<file path="config.mk">
export PLATFORM = sky130hd
export DESIGN_NAME = serial_to_parallel
export DESIGN_NICKNAME = d
export VERILOG_FILES = /design/src/rtl/serial_to_parallel.sv
export SDC_FILE = /design/constraint.sdc
export NUM_CORES = 1
export LEC_CHECK = 0
export BUFFER_PORTS_ARGS = -buffer_cell sky130_fd_sc_hd__buf_2
export CAP_MARGIN = 20
export CELL_PAD_IN_SITES_DETAIL_PLACEMENT = 2
export CELL_PAD_IN_SITES_GLOBAL_PLACEMENT = 2
export CORE_MARGIN = 2
export CORE_UTILIZATION = 34
export CTS_CLUSTER_SIZE = 14
export DETAILED_ROUTE_END_ITERATION = 10
export HOLD_SLACK_MARGIN = 0.02
export PLACE_DENSITY_LB_ADDON = 0.1
export REMOVE_ABC_BUFFERS = 1
export SYNTH_ARGS = -nofsm -noshare
export SYNTH_HDL_FRONTEND = slang
export SYNTH_SLANG_ARGS = --single-unit
</file>
<file path="constraint.sdc">
create_clock -name clk -period 1.66 [get_ports clk]
set_clock_uncertainty 0.05 [all_clocks]
set_input_delay 0.166 -clock clk [delete_from_list [all_inputs] [get_ports clk]]
set_output_delay 0.166 -clock clk [all_outputs]
set_load 0.02 [all_outputs]
</file>
<file path="src/rtl/serial_to_parallel.sv">
// -----------------------------------------------------------------------------
// serial_to_parallel
//
// Receive-side serial-to-parallel converter. One serial bit is sampled on each
// rising edge where `enable` is high. WIDTH bits are assembled into a word,
// which is presented on a held parallel output together with a one-cycle
// `valid` strobe. Back-to-back words stream with no idle cycle between them.
// Gaps in `enable` of any length leave the partial word intact.
//
// Bit order:
//   default               : MSB first, so the first bit lands in parallel_out[WIDTH-1]
//   `S2P_LSB_FIRST_EN     : LSB first, so the first bit lands in parallel_out[0]
//
// Parameters:
//   WIDTH        word width in bits, 2..32
//   CNT_W        bit counter width, derived from WIDTH (do not override)
//
// Ports:
//   clk          rising-edge clock
//   reset_n      asynchronous active-low reset
//   enable       bit qualifier; serial_in is sampled when high
//   serial_in    serial data bit
//   clear        synchronous realignment; discards the partial word, wins
//                over enable
//   parallel_out last completed word, held until the next word completes
//   valid        one-cycle pulse: parallel_out has just been updated
//   busy         partial word in progress (bit_count != 0), combinational
//   bit_count    number of bits captured in the current word
// -----------------------------------------------------------------------------
module serial_to_parallel #(
    parameter int unsigned WIDTH = 8,
    parameter int unsigned CNT_W = $clog2(WIDTH)
) (
    input  logic             clk,
    input  logic             reset_n,
    input  logic             enable,
    input  logic             serial_in,
    input  logic             clear,
    output logic [WIDTH-1:0] parallel_out,
    output logic             valid,
    output logic             busy,
    output logic [CNT_W-1:0] bit_count
);

    localparam logic [CNT_W-1:0] LAST_BIT = CNT_W'(WIDTH - 1);

    logic [WIDTH-1:0] sreg_q,  sreg_d;
    logic [CNT_W-1:0] cnt_q,   cnt_d;
    logic [WIDTH-1:0] pout_q,  pout_d;
    logic             valid_q, valid_d;

    // Shift register contents including the bit being sampled this edge. On
    // the last bit this is the completed word; sreg_q alone would still be
    // one bit short.
    logic [WIDTH-1:0] shifted;
    logic             last_bit;

`ifdef S2P_LSB_FIRST_EN
    assign shifted = {serial_in, sreg_q[WIDTH-1:1]};
`else
    assign shifted = {sreg_q[WIDTH-2:0], serial_in};
`endif

    assign last_bit = (cnt_q == LAST_BIT);

    // Next-state logic. The IDLE/SHIFT state is implied by the counter value,
    // so no separate state register is kept.
    always_comb begin
        // NOTE: every signal assigned here gets a default first, so no path
        // leaves one unassigned and no latch is inferred.
        sreg_d  = sreg_q;
        cnt_d   = cnt_q;
        pout_d  = pout_q;
        valid_d = 1'b0;

        if (clear) begin
            // Realignment discards the partial word; the last completed word
            // stays on the output.
            sreg_d = '0;
            cnt_d  = '0;
        end else if (enable) begin
            if (last_bit) begin
                pout_d  = shifted;
                valid_d = 1'b1;
                sreg_d  = '0;
                cnt_d   = '0;  // explicit wrap; the counter never reaches WIDTH
            end else begin
                sreg_d = shifted;
                cnt_d  = cnt_q + CNT_W'(1);
            end
        end
    end

    // NOTE: state registers use non-blocking assignments so every flop samples
    // the pre-edge values, independent of statement order.
    always_ff @(posedge clk or negedge reset_n) begin
        if (!reset_n) begin
            sreg_q  <= '0;
            cnt_q   <= '0;
            pout_q  <= '0;
            valid_q <= 1'b0;
        end else begin
            sreg_q  <= sreg_d;
            cnt_q   <= cnt_d;
            pout_q  <= pout_d;
            valid_q <= valid_d;
        end
    end

    assign parallel_out = pout_q;
    assign valid        = valid_q;
    assign bit_count    = cnt_q;
    assign busy         = (cnt_q != '0);

endmodule

</file>
==> reports/qor.yml <==
run_status:
  status: "finished, final reports clean"
drt:
  drc: 0
  ant_nets: 0
  vias: 568
  drt_wl_total_mm: 1.82
  viasPerCell: 4.85
  drt_iter0_markers: 4
  dr.pass1.iters: 2
  wire_per_inst_microns: 15.5
pwr:
  power_density_mw_per_mm2: 799
  p_int_mw: 0.595
  power_switching_mw: 0.204
  seqPwrFrac: 0.599
  switching_share: 0.255
  p_leak_nw: 0.546
  irDropWorstVdd_uv: 407
  power.total_mw: 0.798
  power_frac_comb: 0.100
  pwr-share-clk: 0.300
worst_setup_path:
  cp.arrival_ns: 1.69
  cp-end-kind: "register"
  worstPathRequired_ns: 1.80
  critPathLaunchType: "register"
  rr_worst_depth: 4
  crit_start: "bit_count[0]"
  cp_max_fo: 9
  path_class: "register to register"
  timing.rr.start: "bit_count[0]"
global_route:
  grt_max_degree: 20
  grtUsageTotal: 0.150
  gr-usage-met2: 0.213
  antenna_found_initial: 0
  grtUsageMet1: 0.212
  gr-total-overflow: 0
  gr-usage-met3: 0.0250
  grt_pass1_wl_mm: 2.99
  grt_pass1_vias: 606
  grt-busiest-layer: "met2"
layout:
  layout-drive-gt1-share: 0.356
  num-nets-final: 97
  area_delta_synth_final_pct: 18.4
  antennaDiodeCount: 0
  nFillCells: 250
synth:
  synth_edf_count: 0
  yosysSeqAreaShare: 0.564
  yosysMostFrequentCell: "dfrtp_1"
  ys_ff_latch: 19
  synthCells: 66
  synth_compound_gate_area_share: 0.0415
  avgSynthCellArea_sq_um: 12.8
  yosysWarnings: 0
  ys_top_cells_by_area: "dfrtp_1 56%, mux2_2 11%, nand3b_1 6.2%, ha_1 5.9%, nand2b_1 5.9%"
  async_flop_share: 1.00
  synth.area.mux_share: 0.131
  yosysUniqueCellTypes: 13
  synthTopCellsByCount: "19 x dfrtp_1, 8 x mux2_2, 8 x nand2b_1, 7 x a21oi_1, 7 x nand3b_1"
  synth_top_flop_cell: "dfrtp_1"
  synth-simple-area-share: 0.159
  yosys.area.top_type: "dfrtp_1"
  netlist.area_leader.share: 0.564
  synth_top_family_by_area: "simple AND/OR/NAND/NOR gates"
  syn_area_sq_um: 843
  synthXorXnorAreaFrac: 0.0104
  synth_fa_ha_area_frac: 0.0593
timing:
  fmax_ghz: 0.647
  worstMarginPinSlew_ns: 0.450
  setup_violations: 0
  fin_tns_setup_ns: 0
  drv_slew: 0
  relSlewSlack: 0.700
  hold_violations: 0
  rsz0062_at_grt: "no"
  fin_crit_ns: 1.55
  post-route-period-util: 0.931
die:
  core_sq_mm: 0.00241
  placementRows: 18
  die_width_microns: 53.8
  io_pins: 18
  die_y_microns: 53.8
  initial_core_util: 0.350
  dieArea_sq_mm: 0.00289
cts:
  cts-root-buf: "clkbuf_4"
  cts_tree: "done"
  clk_pin_slew_ns: 0.11
  cts_buffer_depth: 2
  worstSkewPairLatency_ns: 0.30
  htreeDepth: 1
  cts_hold_buf: 1
  ctsResizeCount: 0
  cts_sinks: 19
  post_cts_buffers: 0
  cts_inserted_buffers: 3
placement:
  numPortBuffers: 17
  gp_congestion: 0.677
hold_path:
  hold_depth: 2
  min_from: "serial_in"
  min_path_type: "input port to register"
flow_run:
  drv_cap: 0
## critical path, cell delays in order, from the launching register on
cell and delay [ns]:
dfrtp_1 0.44, ha_1 0.24, ha_1 0.21, nand3b_4 0.15, mux2_2 0.35
## area by class of cell
cell class / count / area [sq um] / share of cell area
Timing Repair Buffer: 20 / 110 / 0.110
Multi-Input combinational cell: 41 / 338 / 0.338
Clock buffer: 4 / 26.3 / 0.0263
Tap cell: 30 / 37.5 / 0.0376
Sequential cell: 19 / 475 / 0.476
Inverter: 3 / 11.3 / 0.0113
## worst paths after layout
path | endpoint | slack [ns]
worst min-delay path | parallel_out[0] | 0.07
min in group asynchronous | bit_count[2] | 0.29
worst max register to register | parallel_out[0] | 0.11
max in group asynchronous | parallel_out[6] | 0.96
worst max-delay path | parallel_out[0] | 0.11
worst min register to register | parallel_out[1] | 0.47
## cell usage in the layout, fill, tap and decap left out
cell,netlist,routed
mux2i_1,2,2
ha_1,4,4
buf_2,0,17
nor2_1,3,3
clkbuf_1,1,1
xnor2_1,1,1
mux2_2,8,8
nand3b_1,7,7
dlygate4sd3_1,0,1
buf_4,2,2
inv_1,3,3
nand2b_1,8,8
dfrtp_1,19,19
a21oi_1,7,7
nand3b_4,1,1
clkbuf_4,0,3
## power groups by stage
stage / logic (mW) / clock network [mW] / registers [mW]
CTS: 0.0829 / 0.256 / 0.479
global route: 0.0912 / 0.274 / 0.480
floorplan: 0.0293 / 0 / 0.493
finish: 0.0802 / 0.240 / 0.478
global placement: 0.0780 / 0 / 0.487
detailed placement: 0.0809 / 0 / 0.488
## routing by layer
| metal | vias up | part of all wire |
|---|---|---|
| li1 | 262 | - |
| met1 | 290 | 0.49 |
| met2 | 12 | 0.46 |
| met3 | 4 | 0.035 |
| met4 | 0 | 0.019 |
| met5 | - | 0 |
## per-stage QoR
stage	cell area (sq um)	worst slack (ns)	cells	hold WS (ns)	util
floorplan	825	0.105	63	-0.180	-
global placement	962	0.155	112	0.0874	0.399
detailed placement	962	0.104	112	0.0901	0.399
CTS	998	0.0865	117	0.0588	0.414
global route	998	0.0375	117	0.0611	0.414
finish	998	0.114	117	0.0694	0.414
## cell families (layout without fill, tap and decap cells)
family,after synthesis,after routing
compound gates,7,7
xor+xnor,1,1
fa+ha+maj,4,4
buf+inv,6,27
flops,19,19
mux,10,10
simple gates,19,19
## flip-flops by register name (all words and copies together) (netlist names)
register,cells
bit_count,3
sreg_q,7
valid,1
parallel_out,8
No activity file was read; power rests on OpenSTA's default activity.
